## config.mk

```make
export PLATFORM = sky130hd
export DESIGN_NAME = weight_load_ctrl_flat
export DESIGN_NICKNAME = d
export VERILOG_FILES = /design/src/rtl/tpu_pkg.sv /design/src/rtl/weight_load_ctrl_if.sv /design/src/rtl/weight_load_ctrl_skew_en_gen.sv /design/src/rtl/weight_load_ctrl.sv /design/src/flat_wrapper.sv
export SDC_FILE = /design/constraint.sdc
export NUM_CORES = 1
export LEC_CHECK = 0
export CELL_PAD_IN_SITES_DETAIL_PLACEMENT = 1
export CELL_PAD_IN_SITES_GLOBAL_PLACEMENT = 1
export CORE_UTILIZATION = 24
export DETAILED_ROUTE_END_ITERATION = 10
export PLACE_DENSITY_LB_ADDON = 0.25
export RECOVER_POWER = 100
export SLEW_MARGIN = 20
export SYNTH_ARGS = -nofsm -noshare
export SYNTH_HDL_FRONTEND = slang
export SYNTH_SLANG_ARGS = --single-unit
```

## constraint.sdc

```tcl
create_clock -name clk -period 4.1 [get_ports clk]
set_input_delay 0.82 -clock clk [delete_from_list [all_inputs] [get_ports clk]]
set_output_delay 0.82 -clock clk [all_outputs]
set_load 0.02 [all_outputs]
```

## src/rtl/tpu_pkg.sv

```systemverilog
// Shared TPU definitions: command opcodes, controller state encoding,
// default parameter values and a counter-width helper.
package tpu_pkg;

    localparam int DEFAULT_DATA_WIDTH  = 8;
    localparam int DEFAULT_FIFO_INPUTS = 4;
    localparam int DEFAULT_FIFO_DEPTH  = 4;
    localparam int DEFAULT_ADDR_WIDTH  = 8;

    typedef enum logic {
        OP_LOAD  = 1'b0,
        OP_DRAIN = 1'b1
    } cmdOpT;

    typedef enum logic [1:0] {
        ST_IDLE  = 2'd0,
        ST_LOAD  = 2'd1,
        ST_DRAIN = 2'd2,
        ST_DONE  = 2'd3
    } ctrlStateT;

    // One counter serves both LOAD (depth+1 cycles) and DRAIN
    // (depth+inputs-1 cycles); this width holds the longest without wrapping.
    function automatic int counterWidth(input int depth, input int inputs);
        return $clog2(depth + inputs);
    endfunction

endpackage

```

## src/rtl/weight_load_ctrl_if.sv

```systemverilog
// Command, weight-memory and weight-FIFO signals of the weight load controller.
interface weight_load_ctrl_if #(
    parameter int DATA_WIDTH  = tpu_pkg::DEFAULT_DATA_WIDTH,
    parameter int FIFO_INPUTS = tpu_pkg::DEFAULT_FIFO_INPUTS,
    parameter int ADDR_WIDTH  = tpu_pkg::DEFAULT_ADDR_WIDTH
);
    logic                              cmdValid;
    logic                              cmdReady;
    logic                              cmdOp;
    logic [ADDR_WIDTH-1:0]             cmdAddr;
    logic                              memRdEn;
    logic [ADDR_WIDTH-1:0]             memAddr;
    logic [DATA_WIDTH*FIFO_INPUTS-1:0] memData;
    logic [FIFO_INPUTS-1:0]            fifoEn;
    logic [DATA_WIDTH*FIFO_INPUTS-1:0] fifoWeightIn;
    logic                              busy;
    logic                              done;

    // Requester side: issues commands and returns memory data.
    modport master (
        output cmdValid, cmdOp, cmdAddr, memData,
        input  cmdReady, memRdEn, memAddr, fifoEn, fifoWeightIn, busy, done
    );

    // Controller side.
    modport slave (
        input  cmdValid, cmdOp, cmdAddr, memData,
        output cmdReady, memRdEn, memAddr, fifoEn, fifoWeightIn, busy, done
    );
endinterface

```

## src/rtl/weight_load_ctrl_skew_en_gen.sv

```systemverilog
// Diagonal shift-enable pattern for draining the weight FIFOs: column c
// shifts during cycles c .. c+FIFO_DEPTH-1, so columns empty in a skew.
module skew_en_gen #(
    parameter int FIFO_INPUTS = tpu_pkg::DEFAULT_FIFO_INPUTS,
    parameter int FIFO_DEPTH  = tpu_pkg::DEFAULT_FIFO_DEPTH,
    parameter int CNT_WIDTH   = 3
) (
    input  logic [CNT_WIDTH-1:0]   count,
    input  logic                   active,
    output logic [FIFO_INPUTS-1:0] en
);
    for (genvar gi = 0; gi < FIFO_INPUTS; gi++) begin : g_col
        // Window of FIFO_DEPTH cycles starting gi cycles after drain start.
        assign en[gi] = active && (int'(count) >= gi) && (int'(count) < gi + FIFO_DEPTH);
    end
endmodule

```

## src/rtl/weight_load_ctrl.sv

```systemverilog
// Weight load controller: LOAD streams FIFO_DEPTH memory rows into the
// weight FIFOs, DRAIN shifts the FIFOs out along a diagonal.
module weight_load_ctrl
    import tpu_pkg::*;
#(
    parameter int DATA_WIDTH  = DEFAULT_DATA_WIDTH,
    parameter int FIFO_INPUTS = DEFAULT_FIFO_INPUTS,
    parameter int FIFO_DEPTH  = DEFAULT_FIFO_DEPTH,
    parameter int ADDR_WIDTH  = DEFAULT_ADDR_WIDTH
) (
    input logic               clk,
    input logic               reset,
    weight_load_ctrl_if.slave bus
);
    localparam int CNT_WIDTH = counterWidth(FIFO_DEPTH, FIFO_INPUTS);
    localparam logic [CNT_WIDTH-1:0] LOAD_LAST      = CNT_WIDTH'(FIFO_DEPTH);
    localparam logic [CNT_WIDTH-1:0] LOAD_LAST_READ = CNT_WIDTH'(FIFO_DEPTH - 1);
    localparam logic [CNT_WIDTH-1:0] DRAIN_LAST     = CNT_WIDTH'(FIFO_DEPTH + FIFO_INPUTS - 2);

    ctrlStateT                         stateReg, stateNext;
    logic [CNT_WIDTH-1:0]              cntReg, cntNext;
    logic                              memRdEnReg;
    logic [ADDR_WIDTH-1:0]             memAddrReg;
    logic [FIFO_INPUTS-1:0]            drainEn;
    logic [DATA_WIDTH*FIFO_INPUTS-1:0] rowData;
    logic                              accept;

    assign accept  = (stateReg == ST_IDLE) && bus.cmdValid;
    assign rowData = bus.memData;

    skew_en_gen #(
        .FIFO_INPUTS(FIFO_INPUTS),
        .FIFO_DEPTH (FIFO_DEPTH),
        .CNT_WIDTH  (CNT_WIDTH)
    ) u_skew (
        .count (cntReg),
        .active(stateReg == ST_DRAIN),
        .en    (drainEn)
    );

    // State and cycle counter registers.
    always_ff @(posedge clk or posedge reset) begin
        if (reset) begin
            stateReg <= ST_IDLE;
            cntReg   <= '0;
        end else begin
            stateReg <= stateNext;
            cntReg   <= cntNext;
        end
    end

    // Next state; counter restarts at 0 on every state entry.
    always_comb begin
        stateNext = stateReg;
        cntNext   = '0;
        case (stateReg)
            ST_IDLE: begin
                if (bus.cmdValid)
                    stateNext = (cmdOpT'(bus.cmdOp) == OP_DRAIN) ? ST_DRAIN : ST_LOAD;
            end
            ST_LOAD: begin
                if (cntReg == LOAD_LAST) stateNext = ST_DONE;
                else                     cntNext   = cntReg + CNT_WIDTH'(1);
            end
            ST_DRAIN: begin
                if (cntReg == DRAIN_LAST) stateNext = ST_DONE;
                else                      cntNext   = cntReg + CNT_WIDTH'(1);
            end
            default: stateNext = ST_IDLE;
        endcase
    end

    // Registered memory read port: the address register doubles as the
    // latched base address and steps once per LOAD read cycle.
    always_ff @(posedge clk or posedge reset) begin
        if (reset) begin
            memRdEnReg <= 1'b0;
            memAddrReg <= '0;
        end else if (accept) begin
            memRdEnReg <= (cmdOpT'(bus.cmdOp) == OP_LOAD);
            memAddrReg <= bus.cmdAddr;
        end else if (stateReg == ST_LOAD && cntReg < LOAD_LAST_READ) begin
            memRdEnReg <= 1'b1;
            memAddrReg <= memAddrReg + ADDR_WIDTH'(1);
        end else begin
            memRdEnReg <= 1'b0;
        end
    end

    assign bus.memRdEn = memRdEnReg;
    assign bus.memAddr = memAddrReg;

    // Outputs decoded from state; memory data arrives one cycle after each
    // read, so the FIFOs shift from LOAD cycle 1 onward.
    always_comb begin
        bus.cmdReady     = 1'b0;
        bus.busy         = 1'b0;
        bus.done         = 1'b0;
        bus.fifoEn       = '0;
        bus.fifoWeightIn = '0;
        case (stateReg)
            ST_IDLE: bus.cmdReady = 1'b1;
            ST_LOAD: begin
                bus.busy = 1'b1;
                if (cntReg != '0) begin
                    bus.fifoEn       = '1;
                    bus.fifoWeightIn = rowData;
                end
            end
            ST_DRAIN: begin
                bus.busy   = 1'b1;
                bus.fifoEn = drainEn;
            end
            default: bus.done = 1'b1;
        endcase
    end

endmodule

```

## src/flat_wrapper.sv

```systemverilog
// flat-port wrapper written by rule: the top's interface ports become plain ports
module weight_load_ctrl_flat import tpu_pkg::*;
#(
    parameter int DATA_WIDTH  = DEFAULT_DATA_WIDTH,
    parameter int FIFO_INPUTS = DEFAULT_FIFO_INPUTS,
    parameter int FIFO_DEPTH  = DEFAULT_FIFO_DEPTH,
    parameter int ADDR_WIDTH  = DEFAULT_ADDR_WIDTH
)
  (clk, reset, bus_cmdValid, bus_cmdOp, bus_cmdAddr, bus_memData, bus_cmdReady, bus_memRdEn, bus_memAddr, bus_fifoEn, bus_fifoWeightIn, bus_busy, bus_done);
  weight_load_ctrl_if #(.DATA_WIDTH(DATA_WIDTH), .FIFO_INPUTS(FIFO_INPUTS), .ADDR_WIDTH(ADDR_WIDTH)) bus_i ();
  input logic clk;
  input logic reset;
  input wire logic [$bits(bus_i.cmdValid)-1:0] bus_cmdValid;
  input wire logic [$bits(bus_i.cmdOp)-1:0] bus_cmdOp;
  input wire logic [$bits(bus_i.cmdAddr)-1:0] bus_cmdAddr;
  input wire logic [$bits(bus_i.memData)-1:0] bus_memData;
  output wire logic [$bits(bus_i.cmdReady)-1:0] bus_cmdReady;
  output wire logic [$bits(bus_i.memRdEn)-1:0] bus_memRdEn;
  output wire logic [$bits(bus_i.memAddr)-1:0] bus_memAddr;
  output wire logic [$bits(bus_i.fifoEn)-1:0] bus_fifoEn;
  output wire logic [$bits(bus_i.fifoWeightIn)-1:0] bus_fifoWeightIn;
  output wire logic [$bits(bus_i.busy)-1:0] bus_busy;
  output wire logic [$bits(bus_i.done)-1:0] bus_done;
  assign bus_i.cmdValid = bus_cmdValid;
  assign bus_i.cmdOp = bus_cmdOp;
  assign bus_i.cmdAddr = bus_cmdAddr;
  assign bus_i.memData = bus_memData;
  assign bus_cmdReady = bus_i.cmdReady;
  assign bus_memRdEn = bus_i.memRdEn;
  assign bus_memAddr = bus_i.memAddr;
  assign bus_fifoEn = bus_i.fifoEn;
  assign bus_fifoWeightIn = bus_i.fifoWeightIn;
  assign bus_busy = bus_i.busy;
  assign bus_done = bus_i.done;
  weight_load_ctrl #(.DATA_WIDTH(DATA_WIDTH), .FIFO_INPUTS(FIFO_INPUTS), .FIFO_DEPTH(FIFO_DEPTH), .ADDR_WIDTH(ADDR_WIDTH)) u_core (.clk(clk), .reset(reset), .bus(bus_i));
endmodule
```

==> impl_metrics.env, run 1 <==
export IMPL_synth_top_area_share_pct=30.4
export IMPL_synth_edf_count=0
export IMPL_grt_max_degree=37
export IMPL_fin_worst_hold_slack_ns=0.571
export IMPL_ys_ff_latch=14
export IMPL_syn2layout_area_growth_pct=86.4
export IMPL_violations="DRC"
export IMPL_worstReg2RegEnd="u_core.stateReg[1]$_DFFE_PP0P_"
export IMPL_grt_usage_pct=17.0
export IMPL_min_period_over_period_pct=84.4
export IMPL_synth_area_leaders="dfrtp_1 (30%), and2_1 (18%), ha_1 (9.8%), xor2_1 (5.3%), a21oi_1 (4.8%)"
export IMPL_netlist_area_um2=1150
export IMPL_ys_dominant_reg_cell="dfrtp_1"
export IMPL_rows=24
export IMPL_period_needed_ns=3.46
export IMPL_post_dp_hpwl_mm=3.53
export IMPL_syn_nets=191
export IMPL_ir_worst_vdd_uv=315
export IMPL_reg2reg_depth=6
export IMPL_yosys_cell_count_top_type="and2_1"
export IMPL_leakage_uw=0.00101
export IMPL_p_per_area_nw_per_um2=609
export IMPL_start_util_pct=25.7
export IMPL_holdCritPathClass="reg2reg"
export IMPL_antenna_found_initial=0
export IMPL_seq_area_frac_synth_pct=30.4
export IMPL_critical_path_startpoint_type="register"
export IMPL_cts_tree="done"
export IMPL_critPathKind="reg2out"
export IMPL_avgSynthCellArea_um2=8.34
export IMPL_slew_headroom_pct=59.2
export IMPL_fin_setup_tns_ns=0
export IMPL_outcome="finished with violations"
export IMPL_min_delay_path_depth=2
export IMPL_core_area_um2=4470
export IMPL_antenna_left=0
export IMPL_worstSkewPairLatency_ns=0.24
export IMPL_pin_count=92
export IMPL_fillerInstances=522
export IMPL_die_area_um2=5080
export IMPL_hp_start="u_core.bus.memAddr[7]$_DFFE_PP0P_"
export IMPL_cts_num_sinks=14
export IMPL_maxCapViolCount=0
export IMPL_post_drt_wl_per_cell_um=15.1
export IMPL_fin_skew_ns=0.00358
export IMPL_die_x_um=71.3
export IMPL_design_area_um2=2150
export IMPL_endpoint_kind="output port"
export IMPL_min_to="u_core.bus.memAddr[7]$_DFFE_PP0P_"
export IMPL_regToRegStartpoint="u_core.stateReg[1]$_DFFE_PP0P_"
export IMPL_ys_types=27
export IMPL_overflow=0
export IMPL_drt_iter0_drc=29
export IMPL_reg2reg_slack_ns=2.22
export IMPL_slew_violations=0
export IMPL_grt_pass1_vias=1257
export IMPL_htreeDepth=1
export IMPL_root_buffer="clkbuf_8"
export IMPL_grt_pass1_wl_mm=6.50
export IMPL_arrival_ns=2.64
export IMPL_rsz0062_at_grt="false"
export IMPL_diodes=0
export IMPL_postCtsSetupBuffers=0
export IMPL_gp_congestion=0.788
export IMPL_ys_warn_count=0
export IMPL_routed_wl_mm=4.22
export IMPL_syn_inst=138
export IMPL_path_max_fanout=36
export IMPL_worst_pin_slew_ns=0.610
export IMPL_place_area_um2=2110
export IMPL_async_reset_ff_share_pct=100
export IMPL_utilization_pct=48.0
export IMPL_numCtsBuffers=3
export IMPL_cp_required_ns=3.28
export IMPL_synth_common_cells="and2_1 (33), dfrtp_1 (14), nor2_1 (14)"
export IMPL_clkTransAtPathRegs_ns=0.06
export IMPL_cts_resized=0
export IMPL_io_buffers=91
export IMPL_vias_per_cell=4.56
export IMPL_final_hold_viol_count=0
export IMPL_die_y_um=71.3
export IMPL_via_count=1277
export IMPL_nets=283
export IMPL_drc_errors=3
export IMPL_cts_max_path_buffers=2
export IMPL_setup_violations=0
export IMPL_dr_pass1_iters=6
export IMPL_yosysTopAreaCell="dfrtp_1"
export IMPL_drive_gt1_share_pct=4.39
export IMPL_max_freq_mhz=289
export IMPL_cts_hold_buf=0
## sequential cells by signal (all words and copies together), names as in the netlist
| name | cells |
|---|---|
| u_core.bus.memAddr | 8 |
| u_core.bus.memRdEn | 1 |
| u_core.cntReg | 3 |
| u_core.stateReg | 2 |
## cells in the final DEF (no fill, tap or decap), types with 2 or more instances in the layout
cell / netlist / routed
clkdlybuf4s50_1: 0 / 42
a31oi_1: 3 / 3
xor2_1: 7 / 7
dlygate4sd3_1: 0 / 49
and2_1: 33 / 33
a21oi_1: 11 / 11
nand3_1: 6 / 6
a211oi_1: 2 / 2
ha_1: 9 / 9
nand2b_1: 3 / 3
clkbuf_8: 0 / 3
nor2_1: 14 / 14
o21ai_0: 3 / 3
nand2_1: 4 / 4
and3_1: 4 / 4
mux2_2: 2 / 2
dfrtp_1: 14 / 14
nand4_1: 2 / 2
inv_1: 7 / 7
## cell type report
cell class	instances	area, um2	area share [%]
Multi-Input combinational cell	111	743	34.6
Inverter	8	30.0	1.40
Sequential cell	14	350	16.3
Timing Repair Buffer	92	916	42.7
Clock buffer	3	41.3	1.92
Tap cell	52	65.1	3.03
## cell families (layout without fill, tap and decap cells)
group	count (synthesis)	after routing	share of synthesized area, %
fa+ha+maj	9	9	9.78
flops	14	14	30.4
compound gates	23	23	13.2
buf+inv	13	103	4.46
xor+xnor	7	7	5.33
mux	3	3	2.83
simple gates	69	69	34.0
## power breakdown
group          total, uW  internal, uW  switching [uW]  leakage [uW]
combinational        917           407             510      0.000820
sequential           279           204            75.0      0.000165
clock                111          64.9            46.1     0.0000216
total               1310           676             631       0.00101
## layer usage
layer  global-route usage (%)  vias to the layer above  wire (um)
met3                     3.23                        9        181
met4                     6.44                        0         95
met2                     33.7                       33       2410
met5                        0                        -          0
li1                         -                      637          -
met1                     17.3                      598       1530
## critical path: stages, from the launching register on
cell           delay [ns]
dfrtp_1              0.41
inv_1                0.09
ha_1                 0.36
a21boi_2             0.21
clkbuf_2             0.43
and2_1               0.20
dlygate4sd3_1        0.70
## worst max-delay path by stage
| stage | cells after the start | slack (ns) | start | end |
|---|---|---|---|---|
| after floorplan | 7 | 1.70 | u_core.stateReg[1]$_DFFE_PP0P_ | bus_fifoEn[1] |
| after global placement | 6 | 1.13 | u_core.stateReg[1]$_DFFE_PP0P_ | bus_fifoWeightIn[26] |
| after detailed placement | 6 | 1.10 | u_core.stateReg[1]$_DFFE_PP0P_ | bus_fifoWeightIn[19] |
| after CTS | 6 | 0.83 | u_core.stateReg[1]$_DFFE_PP0P_ | bus_fifoWeightIn[19] |
| after global routing | 7 | 0.45 | u_core.stateReg[1]$_DFFE_PP0P_ | bus_fifoEn[0] |
| final | 6 | 0.64 | u_core.stateReg[1]$_DFFE_PP0P_ | bus_fifoWeightIn[21] |
## per-stage QoR
stage	total power (uW)	worst slack [ns]	std cells
floorplan	852	1.70	138
global placement	1250	1.13	277
detailed placement	1270	1.10	277
CTS	1390	0.831	280
global route	1410	0.446	280
finish	1310	0.640	280
No activity file was read; power rests on OpenSTA's default activity.
==> inputs of run 2 (changes only) <==
--- a/config.mk
+++ b/config.mk
@@ -7,7 +7,7 @@
 export LEC_CHECK = 0
 export CELL_PAD_IN_SITES_DETAIL_PLACEMENT = 1
 export CELL_PAD_IN_SITES_GLOBAL_PLACEMENT = 1
-export CORE_UTILIZATION = 24
+export CORE_UTILIZATION = 22
 export DETAILED_ROUTE_END_ITERATION = 10
 export PLACE_DENSITY_LB_ADDON = 0.25
 export RECOVER_POWER = 100
==> constraint.sdc (replaced) <==
create_clock -name clk -period 3.47 [get_ports clk]
set_input_delay 0.694 -clock clk [delete_from_list [all_inputs] [get_ports clk]]
set_output_delay 0.694 -clock clk [all_outputs]
set_load 0.02 [all_outputs]
==> run 2 against run 1 <==
Against the previous run:
- the run now ends clean
- clock power grew 45%
- power grew 19%
- worst setup slack lost 0.33 ns
- sequential share of layout area shrank 0.26 points
- die area grew 8.8%
==> impl_metrics.env, run 2 (same netlist as run 1, synthesis figures left out) <==
export IMPL_worst_pin_slew_ns=0.575
export IMPL_grt_pass1_vias=1199
export IMPL_grt_max_degree=37
export IMPL_startpoint="u_core.stateReg[1]$_DFFE_PP0P_"
export IMPL_fin_skew_ns=0.00262
export IMPL_min_period_over_period_pct=91.1
export IMPL_path_max_fanout=36
export IMPL_worstReg2RegEnd="u_core.stateReg[1]$_DFFE_PP0P_"
export IMPL_path_depth=6
export IMPL_maxCapViolCount=0
export IMPL_grt_pass1_wl_mm=5.72
export IMPL_nets=283
export IMPL_cts_num_sinks=14
export IMPL_ir_worst_vdd_uv=496
export IMPL_critical_path_startpoint_type="register"
export IMPL_setup_violations=0
export IMPL_drc_errors=0
export IMPL_cp_required_ns=2.78
export IMPL_fillerInstances=594
export IMPL_dr_pass1_iters=4
export IMPL_cts_hold_buf=0
export IMPL_die_area_um2=5530
export IMPL_final_hold_viol_count=0
export IMPL_reg2reg_slack_ns=1.58
export IMPL_post_drt_wl_per_cell_um=12.9
export IMPL_cts_resized=0
export IMPL_gp_congestion=0.695
export IMPL_rsz0062_at_grt="false"
export IMPL_pin_count=92
export IMPL_max_freq_mhz=316
export IMPL_antenna_found_initial=0
export IMPL_drt_iter0_drc=29
export IMPL_htreeDepth=1
export IMPL_seqCellArea_um2=350
export IMPL_core_area_um2=4880
export IMPL_slew_headroom_pct=61.6
export IMPL_p_per_area_nw_per_um2=716
export IMPL_setup_ws_ns=0.310
export IMPL_clkTransAtPathRegs_ns=0.06
export IMPL_critPathKind="reg2out"
export IMPL_overflow=0
export IMPL_diodes=0
export IMPL_leakage_uw=0.00101
export IMPL_cts_max_path_buffers=2
export IMPL_period_needed_ns=3.16
export IMPL_final_cell_mix="dlygate4sd3_1 (49), clkdlybuf4s50_1 (42), and2_1 (33)"
export IMPL_postCtsSetupBuffers=0
export IMPL_path_cells="inv_1 -> ha_1 -> a21boi_2 -> buf_4 -> and2_1 -> dlygate4sd3_1"
export IMPL_utilization_pct=44.7
export IMPL_regToRegStartpoint="u_core.stateReg[1]$_DFFE_PP0P_"
export IMPL_reg2reg_depth=6
export IMPL_post_dp_hpwl_mm=3.05
export IMPL_die_y_um=74.3
export IMPL_arrival_ns=2.47
export IMPL_path_delay_family="buffers and inverters"
export IMPL_fin_worst_hold_slack_ns=0.586
export IMPL_endpoint_kind="output port"
export IMPL_max_stage_delay_ns=0.68
export IMPL_drive_gt1_share_pct=4.80
export IMPL_fin_setup_tns_ns=0
export IMPL_rows=25
export IMPL_start_util_pct=23.6
export IMPL_root_buffer="clkbuf_8"
export IMPL_dpl_worst_slack_ns=0.566
export IMPL_slew_violations=0
export IMPL_routed_wl_mm=3.81
export IMPL_outcome="finished clean"
export IMPL_die_x_um=74.3
export IMPL_mostFrequentLayoutCell="dlygate4sd3_1"
export IMPL_holdCritPathClass="reg2reg"
export IMPL_numCtsBuffers=3
export IMPL_largest_register_ffs=8
export IMPL_via_count=1291
export IMPL_worstSkewPairLatency_ns=0.24
export IMPL_syn2layout_area_growth_pct=89.5
export IMPL_crit_end="bus_fifoWeightIn[2]"
export IMPL_io_buffers=91
export IMPL_antenna_left=0
export IMPL_multi_input_area_um2=743
export IMPL_grt_usage_pct=13.5
export IMPL_worst_path_buf_inv=3
export IMPL_cts_tree="done"
export IMPL_slowest_stage="dlygate4sd3_1"
export IMPL_vias_per_cell=4.36
## run 2: worst min path at each step
stage               slack (ns)  cells past startpoint                            from                              to
floorplan                 0.53                      1  u_core.stateReg[1]$_DFFE_PP0P_  u_core.stateReg[1]$_DFFE_PP0P_
global placement          0.55                      1  u_core.stateReg[1]$_DFFE_PP0P_  u_core.stateReg[1]$_DFFE_PP0P_
detailed placement        0.57                      1  u_core.stateReg[1]$_DFFE_PP0P_  u_core.stateReg[1]$_DFFE_PP0P_
CTS                       0.59                      1  u_core.stateReg[1]$_DFFE_PP0P_  u_core.stateReg[1]$_DFFE_PP0P_
global route              0.62                      1  u_core.stateReg[1]$_DFFE_PP0P_  u_core.stateReg[1]$_DFFE_PP0P_
finish                    0.59                      1  u_core.stateReg[1]$_DFFE_PP0P_  u_core.stateReg[1]$_DFFE_PP0P_
## run 2: worst register-to-register path, stage by stage, from the launching register on
cell and delay [ns]:
dfrtp_1 0.39, inv_1 0.08, ha_1 0.31, nor2_1 0.16, a2bb2oi_1 0.34, nand3_1 0.18, mux2_2 0.31
## run 2: through the flow
stage               total power [uW]  cells  cell area, um2
floorplan                       1010    138            1150
global placement                1470    292            2130
detailed placement              1490    292            2130
CTS                             1660    296            2190
global route                    1700    296            2180
finish                          1560    296            2180
## run 2: power by group
group          internal [uW]  switching, uW
Clock                    100           60.3
Sequential               241           86.8
Combinational            483            590
Total                    825            737
## run 2: area by class of cell
type | instances | share of cell area (%)
clock buffers | 4 | 2.52
multi-input cells | 111 | 34.1
repair buffers | 92 | 42.1
flip-flops and latches | 14 | 16.1
well taps | 67 | 3.84
inverters | 8 | 1.38
## run 2: layer usage
metal  wire [um]  part of all wire [%]  track usage (%)
met1        1610                    42             16.4
met2        1730                    45             23.4
met3         448                    12             4.34
met4          18                  0.47             2.52
met5           0                     0                0
